[config.mk]
export PLATFORM = sky130hd
export DESIGN_NAME = hex_display_driver
export DESIGN_NICKNAME = d
export VERILOG_FILES = /design/src/rtl/display_pkg.sv /design/src/rtl/hex_to_seg7.sv /design/src/rtl/hex_display_driver.sv
export SDC_FILE = /design/constraint.sdc
export NUM_CORES = 1
export LEC_CHECK = 0
export ABC_AREA = 1
export CAP_MARGIN = 10
export CORE_ASPECT_RATIO = 2
export CORE_MARGIN = 2
export CORE_UTILIZATION = 35
export CTS_CLUSTER_SIZE = 30
export DETAILED_ROUTE_END_ITERATION = 8
export SKIP_LAST_GASP = 1
export SLEW_MARGIN = 20
export SYNTH_ARGS = -nofsm -noshare
export SYNTH_HDL_FRONTEND = slang
export SYNTH_SLANG_ARGS = --single-unit
[constraint.sdc]
create_clock -name clk -period 3.1 [get_ports clk]
set_input_delay 0.93 -clock clk [delete_from_list [all_inputs] [get_ports clk]]
set_output_delay 0.93 -clock clk [all_outputs]
set_load 0.02 [all_outputs]
[src/rtl/display_pkg.sv]
// Shared types and helpers for the seven-segment display driver.
package display_pkg;

  typedef logic [6:0] seg7_t;

  localparam seg7_t SEG_BLANK = 7'h7F;
  localparam seg7_t SEG_DASH  = 7'h3F;

  typedef enum logic [1:0] {IDLE, LOAD, SHIFT, DONE} state_t;

  // Double-dabble correction step applied to one BCD digit before each shift.
  function automatic logic [3:0] add3_nibble(input logic [3:0] n);
    return (n >= 4'd5) ? n + 4'd3 : n;
  endfunction

endpackage

[src/rtl/hex_to_seg7.sv]
// Combinational nibble to active-low seven-segment glyph (bit0=a .. bit6=g).
import display_pkg::*;

module hex_to_seg7 (
  input  logic [3:0] nib,
  output seg7_t      seg
);

  always_comb begin
    seg = SEG_BLANK;
    unique case (nib)
      4'h0: seg = 7'h40;
      4'h1: seg = 7'h79;
      4'h2: seg = 7'h24;
      4'h3: seg = 7'h30;
      4'h4: seg = 7'h19;
      4'h5: seg = 7'h12;
      4'h6: seg = 7'h02;
      4'h7: seg = 7'h78;
      4'h8: seg = 7'h00;
      4'h9: seg = 7'h10;
      4'hA: seg = 7'h08;
      4'hB: seg = 7'h03;
      4'hC: seg = 7'h46;
      4'hD: seg = 7'h21;
      4'hE: seg = 7'h06;
      4'hF: seg = 7'h0E;
      default: seg = SEG_BLANK;
    endcase
  end

endmodule

[src/rtl/hex_display_driver.sv]
// Drives HEX7..HEX0 from a 32-bit value in hex, or in decimal via a
// multi-cycle double-dabble converter, with leading-zero blanking and overflow dashes.
import display_pkg::*;

module hex_display_driver #(
  parameter int DIGITS        = 8,
  parameter int BCD_DIGITS    = 10,
  parameter int BLANK_LEADING = 1
) (
  input  logic        clk,
  input  logic        rst_n,
  input  logic [31:0] value_i,
  input  logic        dec_mode_i,
  output logic [6:0]  HEX0,
  output logic [6:0]  HEX1,
  output logic [6:0]  HEX2,
  output logic [6:0]  HEX3,
  output logic [6:0]  HEX4,
  output logic [6:0]  HEX5,
  output logic [6:0]  HEX6,
  output logic [6:0]  HEX7,
  output logic        busy_o,
  output logic        ovf_o
);

  localparam int BCD_W = BCD_DIGITS * 4;

  state_t                   state;
  logic [31:0]              shown_val, bin_sr;
  logic                     shown_mode, shown_valid, hex_upd;
  logic [BCD_W-1:0]         bcd_sr, bcd_adj;
  logic [4:0]               cnt;
  logic [DIGITS-1:0][3:0]   dig;
  logic [DIGITS-1:0][6:0]   glyph, seg_d, hex_q;
  logic                     trigger, ovf_d;

  assign trigger = (state == IDLE) &&
                   (!shown_valid || value_i != shown_val || dec_mode_i != shown_mode);
  assign ovf_d   = (state == DONE) && (bcd_sr[BCD_W-1:32] != '0);
  assign dig     = (state == DONE) ? bcd_sr[31:0] : shown_val;

  genvar g;
  generate
    for (g = 0; g < BCD_DIGITS; g++) begin : g_adj
      assign bcd_adj[4*g +: 4] = add3_nibble(bcd_sr[4*g +: 4]);
    end
    for (g = 0; g < DIGITS; g++) begin : g_seg
      hex_to_seg7 u_seg (.nib(dig[g]), .seg(glyph[g]));
    end
  endgenerate

  // Overflow wins over blanking; zero run from the top blanks until a nonzero digit.
  always_comb begin
    logic run;
    seg_d = '0;
    run   = 1'b1;
    for (int i = DIGITS - 1; i >= 0; i--) begin
      run = run && (dig[i] == 4'd0);
      if (ovf_d)
        seg_d[i] = SEG_DASH;
      else if (BLANK_LEADING != 0 && i != 0 && run)
        seg_d[i] = SEG_BLANK;
      else
        seg_d[i] = glyph[i];
    end
  end

  always_ff @(posedge clk or negedge rst_n) begin
    if (!rst_n) begin
      state       <= IDLE;
      shown_val   <= '0;
      shown_mode  <= 1'b0;
      shown_valid <= 1'b0;
      hex_upd     <= 1'b0;
      bin_sr      <= '0;
      bcd_sr      <= '0;
      cnt         <= '0;
      busy_o      <= 1'b0;
      ovf_o       <= 1'b0;
      hex_q       <= {DIGITS{SEG_BLANK}};
    end else begin
      hex_upd <= 1'b0;
      if (hex_upd || state == DONE) begin
        hex_q <= seg_d;
        ovf_o <= ovf_d;
      end
      case (state)
        IDLE: if (trigger) begin
          shown_val  <= value_i;
          shown_mode <= dec_mode_i;
          if (dec_mode_i) begin
            state  <= LOAD;
            busy_o <= 1'b1;
          end else begin
            hex_upd     <= 1'b1;
            shown_valid <= 1'b1;
          end
        end
        LOAD: begin
          bin_sr <= shown_val;
          bcd_sr <= '0;
          cnt    <= '0;
          busy_o <= 1'b1;
          state  <= SHIFT;
        end
        SHIFT: begin
          {bcd_sr, bin_sr} <= {bcd_adj[BCD_W-2:0], bin_sr, 1'b0};
          cnt <= cnt + 5'd1;
          if (cnt == 5'd31) state <= DONE;
        end
        DONE: begin
          busy_o      <= 1'b0;
          shown_valid <= 1'b1;
          state       <= IDLE;
        end
        default: state <= IDLE;
      endcase
    end
  end

  assign HEX0 = hex_q[0];
  assign HEX1 = hex_q[1];
  assign HEX2 = hex_q[2];
  assign HEX3 = hex_q[3];
  assign HEX4 = hex_q[4];
  assign HEX5 = hex_q[5];
  assign HEX6 = hex_q[6];
  assign HEX7 = hex_q[7];

endmodule
Word level (Yosys, flattened, before mapping)

Memories as Yosys holds them, arrays and structs flattened.
Cells that the tools add are included.

$add $sub $neg: 11
Equality and inequality tests: 10
$lt $le $gt $ge: 10
Reduce and logical (&&, ||, !) cells: 28
Muxes and demuxes: 42

Operators with widths:

| cell                                                              | number |
|---|---|
| two-way mux 7 bit                                                 | 15 |
| case mux 40 bit (2 select lines)                                  | 1 |
| case mux 32 bit (2 select lines)                                  | 1 |
| greater-or-equal comparator 4 x 3 -> 1 bit, second input constant | 10 |
| adder 4 x 2 -> 4 bit, second input constant                       | 9 |
| two-way mux 4 bit                                                 | 9 |
| two-way mux 32 bit                                                | 1 |
| != test 32 bit                                                    | 1 |
| logical NOT 4 bit                                                 | 7 |
| case mux 5 bit (2 select lines)                                   | 1 |
| AND reduction 3 bit                                               | 3 |
| logical AND 1 bit                                                 | 8 |
| != test 2 bit, second input constant                              | 4 |
| case mux 2 bit (4 select lines)                                   | 1 |
| nonzero test 8 bit                                                | 1 |
| two-way mux 1 bit                                                 | 7 |
| two-way mux 2 bit                                                 | 3 |
| adder 5 x 1 -> 5 bit, second input constant                       | 1 |
| == test 5 bit, second input constant                              | 1 |
| == test 2 bit, second input constant                              | 2 |
| nonzero test 2 bit                                                | 2 |
| adder 3 x 2 -> 3 bit, second input constant                       | 1 |
| logical OR 1 bit                                                  | 3 |
| two-way mux 3 bit                                                 | 1 |
| other kinds (8)                                                   | 8 |

Memories kept: 8
Register bits: 172
Bits in read-only memories: 896
Output and inout port bits: 58
Input bits: 35
Logic and storage cells: 127

Memories:

| memory           | depth | width | rd ports | clocked after Yosys merged registers in | write ports | RTL line          | text |
|---|---|---|---|---|---|---|---|
| (name not given) | 16    | 7     | 1        | 0                                       | 0           | hex_to_seg7.sv:11 | `unique case (nib)` |
| (name not given) | 16    | 7     | 1        | 0                                       | 0           | hex_to_seg7.sv:11 |  |
| (name not given) | 16    | 7     | 1        | 0                                       | 0           | hex_to_seg7.sv:11 |  |
| (name not given) | 16    | 7     | 1        | 0                                       | 0           | hex_to_seg7.sv:11 |  |
| (name not given) | 16    | 7     | 1        | 0                                       | 0           | hex_to_seg7.sv:11 |  |
| (name not given) | 16    | 7     | 1        | 0                                       | 0           | hex_to_seg7.sv:11 |  |
| +2 memories      | --    | --    | --       | --                                      | --          | --                |  |

Longest topological paths before layout

Gate-level depths: netlist of run 1.

Depth after elaboration: 11
Gate-level depth with buffers: 16
Gate-level depth less buffers: 13

Cells and area by module

A second synthesis of run 1 with hierarchy kept.

Cell total of the unflattened synthesis: 1,486
Area total of the unflattened synthesis: 11,088.1 sq um

Modules (own cells, without submodules):

| module                            | cells an instance | area an instance (sq um) | instances |
|---|---|---|---|
| hex_display_driver                | 1,094             | 8,888.5                  | 1 |
| hex_to_seg7 at g_seg[0].u_seg ... | 49                | 274.0                    | 6 |
| hex_to_seg7 at g_seg[2].u_seg ... | 49                | 277.8                    | 2 |

Worst setup path before layout of run 1

OpenSTA, ideal clock, no wires.

Path kind: register -> register
From: register state[1]
To: register hex_q (netlist bit HEX1[6])
Arrival: 2.443 ns
Path buffers: 3
Path slack: 0.597 ns
Cell stages (with the launch flop): 15
Data required time: 3.039 ns
Cells stage by stage: dfrtp_1 ha_1 buf_6 buf_6 buf_6 o21ai_1 ha_1 nand3_4 nor2_4 nand3_4 nor2_8 nand3_4 nand2_1 nand2_1 nand2_1

Longest elaborated chain between the ends: 11

RTL lines:

| item                            | RTL line                                                                     | text |
|---|---|---|
| from (decl)                     | hex_display_driver.sv:28                                                     | `state_t state;` |
| from (signal assigned)          | hex_display_driver.sv:70                                                     | `state <= IDLE;` |
| from (signal assigned)          | hex_display_driver.sv:92                                                     | `state <= LOAD;` |
| from (signal assigned)          | hex_display_driver.sv:104                                                    | `state <= SHIFT;` |
| == test 2 bit (*)               | hex_display_driver.sv:39, hex_display_driver.sv:40, hex_display_driver.sv:83 |  |
| two-way mux 32 bit              | hex_display_driver.sv:40                                                     | `assign dig = (state == DONE) ? bcd_sr[31:0] : shown_val;` |
| logical NOT 4 bit               | hex_display_driver.sv:58                                                     | `run = run && (dig[i] == 4'd0);` |
| logical AND 1 bit (6 in series) | hex_display_driver.sv:58                                                     |  |
| two-way mux 7 bit               | hex_display_driver.sv:61                                                     | `else if (BLANK_LEADING != 0 && i != 0 && run)` |
| two-way mux 7 bit               | hex_display_driver.sv:59                                                     | `if (ovf_d)` |
| to (signal assigned)            | hex_display_driver.sv:80                                                     | `hex_q <= {DIGITS{SEG_BLANK}};` |
| to (signal assigned)            | hex_display_driver.sv:84                                                     | `hex_q <= seg_d;` |
| to (decl)                       | hex_display_driver.sv:34                                                     | `logic [DIGITS-1:0][6:0] glyph, seg_d, hex_q;` |

Every way passes the cells marked *; elsewhere a longest branch is shown, timed or not.
A chain may end at the register's enable or synchronous reset.

Worst setup path after layout of run 1

Same ends and word-level chain as after synthesis.

==> results of run 1 <==
==> per-stage QoR <==
step | util [%] | cell area [sq um] | instances
3_5_place_dp | 40.0 | 12100 | 1798
5_1_grt | 41.8 | 12600 | 1830
4_1_cts | 41.8 | 12600 | 1830
3_3_place_gp | 40.0 | 12100 | 1798
2_1_floorplan | - | 10700 | 1359
6_report | 41.8 | 12600 | 1830
==> critical path: cells and delay by family, from the launching register on <==
kind	cells	cell delay, ns
buffers and inverters	1	0.25
AOI/OAI and AO/OA	1	0.20
adders and majority gates	2	0.62
DFF	1	0.45
and+or+nand+nor	9	1.11
==> cell type report <==
class / instances / area share, %
Sequential cell: 172 / 34.7
Inverter: 183 / 5.46
Clock inverter: 7 / 0.566
Timing Repair Buffer: 114 / 9.22
Tap cell: 368 / 3.65
Clock buffer: 25 / 3.61
Multi-Input combinational cell: 961 / 42.8
==> per-layer routing <==
metal,vias to the layer above,track usage [%]
met2,152,33.6
met4,0,7.63
met1,4373,19.6
met5,-,0
met3,44,2.75
li1,4637,-
==> registers in the layout (all words and copies together) (netlist names) <==
signal,flops
shown_val,32
HEX1,7
HEX5,7
busy_o,1
state,2
HEX3,7
shown_valid,1
HEX4,7
cnt,5
shown_mode,1
bcd_sr,40
HEX0,7
HEX6,7
bin_sr,32
HEX2,7
hex_upd,1
ovf_o,1
HEX7,7
==> power breakdown <==
| part | switching [uW] | leakage [uW] | internal (uW) | total (uW) |
|---|---|---|---|---|
| Clock | 912 | 0.000245 | 1100 | 2020 |
| Combinational | 5390 | 0.00341 | 3090 | 8480 |
| Sequential | 623 | 0.00209 | 3400 | 4020 |
==> worst paths after layout <==
kind	startpoint	end	slack [ns]	depth (start not counted)
max	state[1]$_DFFE_PN0P_	HEX1[6]$_DFFE_PN1P_	0.40	13
min	rst_n	bcd_sr[31]$_DFFE_PN0P_	0.42	1
max reg2reg	state[1]$_DFFE_PN0P_	HEX1[6]$_DFFE_PN1P_	0.40	13
min reg2reg	HEX3[6]$_DFFE_PN1P_	HEX3[6]$_DFFE_PN1P_	0.47	2
max in group asynchronous	rst_n	HEX3[1]$_DFFE_PN1P_	1.83	2
min in group clk	HEX3[6]$_DFFE_PN1P_	HEX3[6]$_DFFE_PN1P_	0.47	2
==> synthesized netlist by cell type, types with 9 or more instances <==
| library cell | number | area, sq um |
|---|---|---|
| nand3_1 | 78 | 390 |
| xor2_1 | 13 | 114 |
| inv_2 | 9 | 33.8 |
| dfrtp_1 | 116 | 2900 |
| o21ai_2 | 14 | 123 |
| o32ai_1 | 11 | 96.3 |
| ha_1 | 71 | 888 |
| o21ai_1 | 16 | 80.1 |
| clkbuf_1 | 19 | 71.3 |
| o211ai_1 | 36 | 270 |
| nor2_1 | 110 | 413 |
| o21ai_0 | 104 | 521 |
| nand2_2 | 11 | 68.8 |
| dfstp_2 | 56 | 1470 |
| nand2_1 | 338 | 1270 |
| a21oi_1 | 34 | 170 |
| nor3_1 | 10 | 50.1 |
| a31oi_1 | 18 | 113 |
| or2_2 | 10 | 62.6 |
| inv_1 | 169 | 634 |
| o22ai_1 | 25 | 156 |
==> cells by family after synthesis <==
group / synth area share, %
compound gates: 16.8
flops: 40.9
simple gates: 23.5
buf+inv: 8.74
xor+xnor: 1.72
fa+ha+maj: 8.31
==> metrics.txt, run 1 <==
# TYPE chip_impl_metric gauge
chip_impl_info{name="ys_dominant_reg_cell",value="dfrtp_1"} 1
chip_impl_metric{name="post-route-worst-setup-slack",unit="ns"} 0.397
chip_impl_metric{name="postCtsSetupRepairBufs",unit=""} 0
chip_impl_metric{name="regArea",unit="sq um"} 4370
chip_impl_metric{name="detailroute.via_count",unit=""} 9206
chip_impl_metric{name="ant_nets_after_route",unit=""} 0
chip_impl_metric{name="peak_freq",unit="MHz"} 370
chip_impl_metric{name="cts-htree-levels",unit=""} 4
chip_impl_metric{name="synth_sequential_area_ratio",unit="%"} 40.9
chip_impl_metric{name="met2RoutedLength",unit="um"} 15000
chip_impl_metric{name="synth-edff-count",unit=""} 0
chip_impl_metric{name="largest_net_degree_at_the_start_of_global_routing",unit=""} 67
chip_impl_info{name="worst-setup-path-type",value="register to register"} 1
chip_impl_metric{name="p_leak",unit="uW"} 0.00574
chip_impl_metric{name="drt_wl_total",unit="um"} 27800
chip_impl_metric{name="wl_per_cell",unit="um"} 15.2
chip_impl_metric{name="met3WireLength",unit="um"} 768
chip_impl_metric{name="worst_path_largest_cell_delay",unit="ns"} 0.45
chip_impl_info{name="worstSetupEndpointType",value="register"} 1
chip_impl_info{name="timing.critical_path.slowest_stage_cell",value="dfrtp_1"} 1
chip_impl_metric{name="antenna_found_initial",unit=""} 0
chip_impl_metric{name="fin_skew",unit="ns"} 0.0117
chip_impl_info{name="hold_path_class",value="input port to async pin"} 1
chip_impl_metric{name="design.die.area",unit="sq um"} 32100
chip_impl_metric{name="ctsHoldBuffers",unit=""} 0
chip_impl_metric{name="io-pin-count",unit=""} 93
chip_impl_metric{name="setup_total_negative_slack",unit="ns"} 0
chip_impl_metric{name="timing.final.hold_violations",unit=""} 0
chip_impl_metric{name="post-route-min-period",unit="ns"} 2.70
chip_impl_metric{name="antennaDiodeCount",unit=""} 0
chip_impl_metric{name="clock_latency",unit="ns"} 0.45
chip_impl_metric{name="post_synth.cell_area_avg",unit="sq um"} 7.87
chip_impl_metric{name="clk_pin_slew_worst_paths",unit="ns"} 0.07
chip_impl_metric{name="wl_met1",unit="um"} 11200
chip_impl_metric{name="power_total",unit="uW"} 14500
chip_impl_metric{name="grt_first_pass_wirelength",unit="um"} 45800
chip_impl_info{name="timing.critical_path.cells",value="ha_2 -> buf_12 -> nand2_1 -> o21ai_1 -> ha_1 -> nand3_2 -> nor2_4 -> nand3_4 -> nor2_8 -> nand3_4 -> nand2_1 -> nand2_1 -> nand2_1"} 1
chip_impl_metric{name="worst_margin_pin_slew",unit="ns"} 0.548
chip_impl_info{name="root_buffer",value="clkbuf_16"} 1
chip_impl_metric{name="cts_sinks",unit=""} 172
chip_impl_metric{name="setup-violations-final",unit=""} 0
chip_impl_info{name="commonest_cells_after_routing_fill_and_taps_aside",value="nand2_1, inv_1, dfrtp_1"} 1
chip_impl_metric{name="die_height",unit="um"} 251
chip_impl_metric{name="rows",unit=""} 90
chip_impl_info{name="layout_commonest_cell",value="nand2_1"} 1
chip_impl_metric{name="globalRoute.totalOverflow",unit=""} 0
chip_impl_metric{name="globalplace.congestion",unit=""} 0.853
chip_impl_metric{name="synth_instances",unit=""} 1359
chip_impl_metric{name="place.detailed.hpwl",unit="um"} 21200
chip_impl_metric{name="worstPathArrival",unit="ns"} 3.10
chip_impl_metric{name="multi_input_area",unit="sq um"} 5390
chip_impl_metric{name="cp_data_required_time",unit="ns"} 3.49
chip_impl_info{name="crit_path_start_kind",value="register"} 1
chip_impl_metric{name="total_number_of_nets_in_the_final_design",unit=""} 1555
chip_impl_metric{name="core",unit="sq um"} 30200
chip_impl_metric{name="path_max_fanout",unit=""} 38
chip_impl_metric{name="via_count_of_the_first_global_routing_pass",unit=""} 9263
chip_impl_info{name="cts_tree",value="done"} 1
chip_impl_metric{name="drtIter0Drc",unit=""} 454
chip_impl_metric{name="starting_utilization_of_the_core_area",unit="%"} 35.4
chip_impl_metric{name="irDropWorstVdd",unit="mV"} 0.507
chip_impl_metric{name="firstDrtPassIters",unit=""} 5
chip_impl_metric{name="globalRouteTotalUtil",unit="%"} 17.9
chip_impl_metric{name="cts_made_buffers",unit=""} 17
chip_impl_metric{name="cts_resized",unit=""} 0
chip_impl_metric{name="cap_viol_max_count",unit=""} 0
chip_impl_metric{name="pwr_density_cell",unit="nW/um^2"} 1150
chip_impl_metric{name="synthArstFlopShare",unit="%"} 100
chip_impl_metric{name="finalHoldWorstSlack",unit="ns"} 0.422
chip_impl_metric{name="synthToLayoutAreaGrowth",unit="%"} 17.8
chip_impl_metric{name="synth-seq-cells",unit=""} 172
chip_impl_metric{name="number_of_library_cell_types_mapped_by_synthesis",unit=""} 51
chip_impl_metric{name="post_route_cells_drive_above_1_share",unit="%"} 11.8
chip_impl_metric{name="post-route-period-util",unit="%"} 87.2
chip_impl_metric{name="syn-num-nets",unit=""} 1465
chip_impl_info{name="top_layer",value="met4"} 1
chip_impl_metric{name="yosysWarningCount",unit=""} 0
chip_impl_metric{name="die-width",unit="um"} 128
chip_impl_metric{name="drv_slew",unit=""} 0
chip_impl_metric{name="final.fill_count",unit=""} 3081
chip_impl_info{name="grt_setup_unrepaired",value="false"} 1
chip_impl_metric{name="relSlewSlack",unit="%"} 63.5
chip_impl_info{name="timing.critical_path.mode_cell",value="nand2_1"} 1
chip_impl_metric{name="post-route-drc-count",unit=""} 0
chip_impl_metric{name="placement.setup.worst_slack",unit="ns"} 0.259
chip_impl_metric{name="cts-root-to-sink-buffers",unit=""} 2
chip_impl_metric{name="vias_per_cell",unit=""} 5.03
chip_impl_info{name="outcome",value="complete, no violations"} 1
chip_impl_metric{name="buffer_ports.inserted",unit=""} 92
chip_impl_metric{name="mappedNetlistArea",unit="sq um"} 10700
Note: power is estimated with default switching activity, not from simulation.
==> run 2: changes to the inputs <==
--- a/config.mk
+++ b/config.mk
@@ -12,6 +12,7 @@
 export CORE_UTILIZATION = 35
 export CTS_CLUSTER_SIZE = 30
 export DETAILED_ROUTE_END_ITERATION = 8
+export REMOVE_ABC_BUFFERS = 1
 export SKIP_LAST_GASP = 1
 export SLEW_MARGIN = 20
 export SYNTH_ARGS = -nofsm -noshare
==> run 2 against run 1 <==
Wire length up 0.25%. Setup slack worse by 0.013 ns. First-iteration DRC count up 11%. Critical path type unchanged. Critical endpoint is now HEX1[0]$_DFFE_PN1P_. Final area up 1.1%. Flip-flop and latch count unchanged. Register-to-register slack about the same. Clock-buffer cell count down 6.
==> metrics.txt, run 2 (synthesis gave the netlist of run 1 again) <==
# TYPE chip_impl_metric gauge
chip_impl_info{name="worst-setup-path-type",value="register to register"} 1
chip_impl_metric{name="place.detailed.hpwl",unit="um"} 21100
chip_impl_metric{name="timing.reg2reg.worst_path_depth",unit=""} 13
chip_impl_metric{name="globalRouteMet2Util",unit="%"} 33.3
chip_impl_metric{name="synthToLayoutAreaGrowth",unit="%"} 19.1
chip_impl_metric{name="postCtsSetupRepairBufs",unit=""} 0
chip_impl_metric{name="path_max_fanout",unit=""} 28
chip_impl_metric{name="post-route-drc-count",unit=""} 0
chip_impl_metric{name="rows",unit=""} 90
chip_impl_metric{name="setup_total_negative_slack",unit="ns"} 0
chip_impl_metric{name="cts_resized",unit=""} 0
chip_impl_metric{name="drtIter0Drc",unit=""} 502
chip_impl_metric{name="clk_pin_slew_worst_paths",unit="ns"} 0.07
chip_impl_metric{name="post-route-period-util",unit="%"} 87.6
chip_impl_info{name="outcome",value="complete, no violations"} 1
chip_impl_metric{name="via_count_of_the_first_global_routing_pass",unit=""} 9371
chip_impl_info{name="largest_register",value="bcd_sr"} 1
chip_impl_metric{name="globalRouteTotalUtil",unit="%"} 18.2
chip_impl_info{name="cts_tree",value="done"} 1
chip_impl_metric{name="grt_util_met3",unit="%"} 3.04
chip_impl_info{name="critical_path.reg2reg.endpoint",value="HEX1[0]$_DFFE_PN1P_"} 1
chip_impl_metric{name="wl_per_cell",unit="um"} 15.2
chip_impl_metric{name="buffer_ports.inserted",unit=""} 92
chip_impl_info{name="worstSetupEndpointType",value="register"} 1
chip_impl_metric{name="drv_slew",unit=""} 0
chip_impl_metric{name="starting_utilization_of_the_core_area",unit="%"} 35.4
chip_impl_metric{name="cap_viol_max_count",unit=""} 0
chip_impl_info{name="crit_path_start_kind",value="register"} 1
chip_impl_info{name="commonest_cells_after_routing_fill_and_taps_aside",value="nand2_1, inv_1, dfrtp_1"} 1
chip_impl_metric{name="timing.final.hold_violations",unit=""} 0
chip_impl_metric{name="p_leak",unit="uW"} 0.00582
chip_impl_metric{name="antennaDiodeCount",unit=""} 0
chip_impl_metric{name="ctsHoldBuffers",unit=""} 0
chip_impl_metric{name="total_number_of_nets_in_the_final_design",unit=""} 1559
chip_impl_metric{name="placed_cell_area",unit="sq um"} 12100
chip_impl_metric{name="firstDrtPassIters",unit=""} 7
chip_impl_metric{name="design_area_final",unit="sq um"} 12700
chip_impl_metric{name="setup-violations-final",unit=""} 0
chip_impl_metric{name="fin_skew",unit="ns"} 0.00820
chip_impl_metric{name="worst_margin_pin_slew",unit="ns"} 0.584
chip_impl_metric{name="cts_sinks",unit=""} 172
chip_impl_metric{name="clock_latency",unit="ns"} 0.46
chip_impl_metric{name="post_route_cells_drive_above_1_share",unit="%"} 12.5
chip_impl_metric{name="peak_freq",unit="MHz"} 368
chip_impl_metric{name="regToRegSetupSlack",unit="ns"} 0.38
chip_impl_metric{name="core",unit="sq um"} 30200
chip_impl_metric{name="largest_net_degree_at_the_start_of_global_routing",unit=""} 51
chip_impl_metric{name="design.die.area",unit="sq um"} 32100
chip_impl_metric{name="cp_data_required_time",unit="ns"} 3.48
chip_impl_info{name="hold_path_class",value="input port to async pin"} 1
chip_impl_metric{name="irDropWorstVdd",unit="mV"} 0.544
chip_impl_metric{name="cts-root-to-sink-buffers",unit=""} 2
chip_impl_metric{name="pwr_density_cell",unit="nW/um^2"} 1160
chip_impl_metric{name="die-width",unit="um"} 128
chip_impl_metric{name="globalplace.congestion",unit=""} 0.852
chip_impl_metric{name="die_height",unit="um"} 251
chip_impl_metric{name="drt_wl_total",unit="um"} 27800
chip_impl_metric{name="relSlewSlack",unit="%"} 60.8
chip_impl_info{name="layout_commonest_cell",value="nand2_1"} 1
chip_impl_metric{name="worstPathArrival",unit="ns"} 3.10
chip_impl_metric{name="vias_per_cell",unit=""} 5.05
chip_impl_metric{name="cts-htree-levels",unit=""} 4
chip_impl_metric{name="ant_nets_after_route",unit=""} 0
chip_impl_metric{name="cts_made_buffers",unit=""} 17
chip_impl_metric{name="largest_register_ffs",unit=""} 40
chip_impl_metric{name="antenna_found_initial",unit=""} 0
chip_impl_info{name="root_buffer",value="clkbuf_16"} 1
chip_impl_info{name="largest_registers_ranked_by_flip_flop_count",value="bcd_sr (40), bin_sr (32), shown_val (32)"} 1
chip_impl_metric{name="grt_util_met1",unit="%"} 20.2
chip_impl_metric{name="final.fill_count",unit=""} 3077
chip_impl_metric{name="globalRoute.totalOverflow",unit=""} 0
chip_impl_metric{name="io-pin-count",unit=""} 93
chip_impl_info{name="worstReg2RegStart",value="state[1]$_DFFE_PN0P_"} 1
chip_impl_metric{name="detailroute.via_count",unit=""} 9266
chip_impl_info{name="top_usage_layer",value="met2"} 1
chip_impl_metric{name="grt_first_pass_wirelength",unit="um"} 46400
chip_impl_info{name="grt_setup_unrepaired",value="false"} 1
chip_impl_metric{name="post-route-min-period",unit="ns"} 2.72
==> run 2: report_power, final <==
group	total (uW)	internal (uW)	switching, uW
Sequential	4010	3400	617
Combinational	8540	3150	5390
Clock	2270	1290	973
==> run 2: routing by layer <==
metal | vias up | share of wire (%)
met5 | - | 0
met4 | 0 | 3.4
met3 | 49 | 3.2
met2 | 153 | 53
met1 | 4421 | 40
li1 | 4643 | -
==> run 2: cell type report <==
cell class | count | area, sq um | area share [%]
multi-input cells | 961 | 5390 | 42.3
repair buffers | 118 | 1220 | 9.56
flip-flops and latches | 172 | 4370 | 34.3
clock buffers | 19 | 443 | 3.48
well taps | 368 | 460 | 3.61
inverters | 183 | 688 | 5.40
clock inverters | 13 | 168 | 1.32
==> run 2: per-stage QoR <==
step                      hold slack, ns  std cells  total power, uW  utilization [%]  setup slack [ns]
after floorplan                    0.438       1316             9660                -            -0.876
after global placement             0.454       1802            12500             40.2             0.339
after detailed placement           0.459       1802            12600             40.2             0.266
after CTS                          0.402       1834            15000             42.2             0.394
after global routing               0.422       1834            16200             42.2            0.0847
final                              0.401       1834            14800             42.2             0.384
==> run 2: worst max path at each step <==
stage | cells past startpoint | start | end | slack [ns]
finish | 13 | state[1]$_DFFE_PN0P_ | HEX1[0]$_DFFE_PN1P_ | 0.38
global route | 13 | state[1]$_DFFE_PN0P_ | HEX1[3]$_DFFE_PN1P_ | 0.08
CTS | 13 | state[1]$_DFFE_PN0P_ | HEX1[0]$_DFFE_PN1P_ | 0.39
detailed placement | 10 | value_i[10] | shown_val[30]$_DFFE_PN0P_ | 0.27
global placement | 10 | value_i[13] | shown_val[23]$_DFFE_PN0P_ | 0.34
floorplan | 12 | state[1]$_DFFE_PN0P_ | HEX1[6]$_DFFE_PN1P_ | -0.88
==> run 2: worst max-delay path, cell delays in order, from the launching register on <==
cell and delay, ns:
dfrtp_1 0.46, ha_2 0.50, buf_12 0.26, buf_12 0.19, nand2_1 0.08, o21ai_2 0.17
inv_1 0.12, ha_1 0.27, o21ai_0 0.18, inv_1 0.07, o21ai_0 0.07, nand3_1 0.08
nor2_1 0.09, a21oi_1 0.07
==> run 3: changes to the inputs <==
--- a/config.mk
+++ b/config.mk
@@ -13,7 +13,6 @@
 export CTS_CLUSTER_SIZE = 30
 export DETAILED_ROUTE_END_ITERATION = 8
 export REMOVE_ABC_BUFFERS = 1
-export SKIP_LAST_GASP = 1
 export SLEW_MARGIN = 20
 export SYNTH_ARGS = -nofsm -noshare
 export SYNTH_HDL_FRONTEND = slang
==> results of run 3 <==
No change in the layout: final DEF, timing and power equal those of run 2.
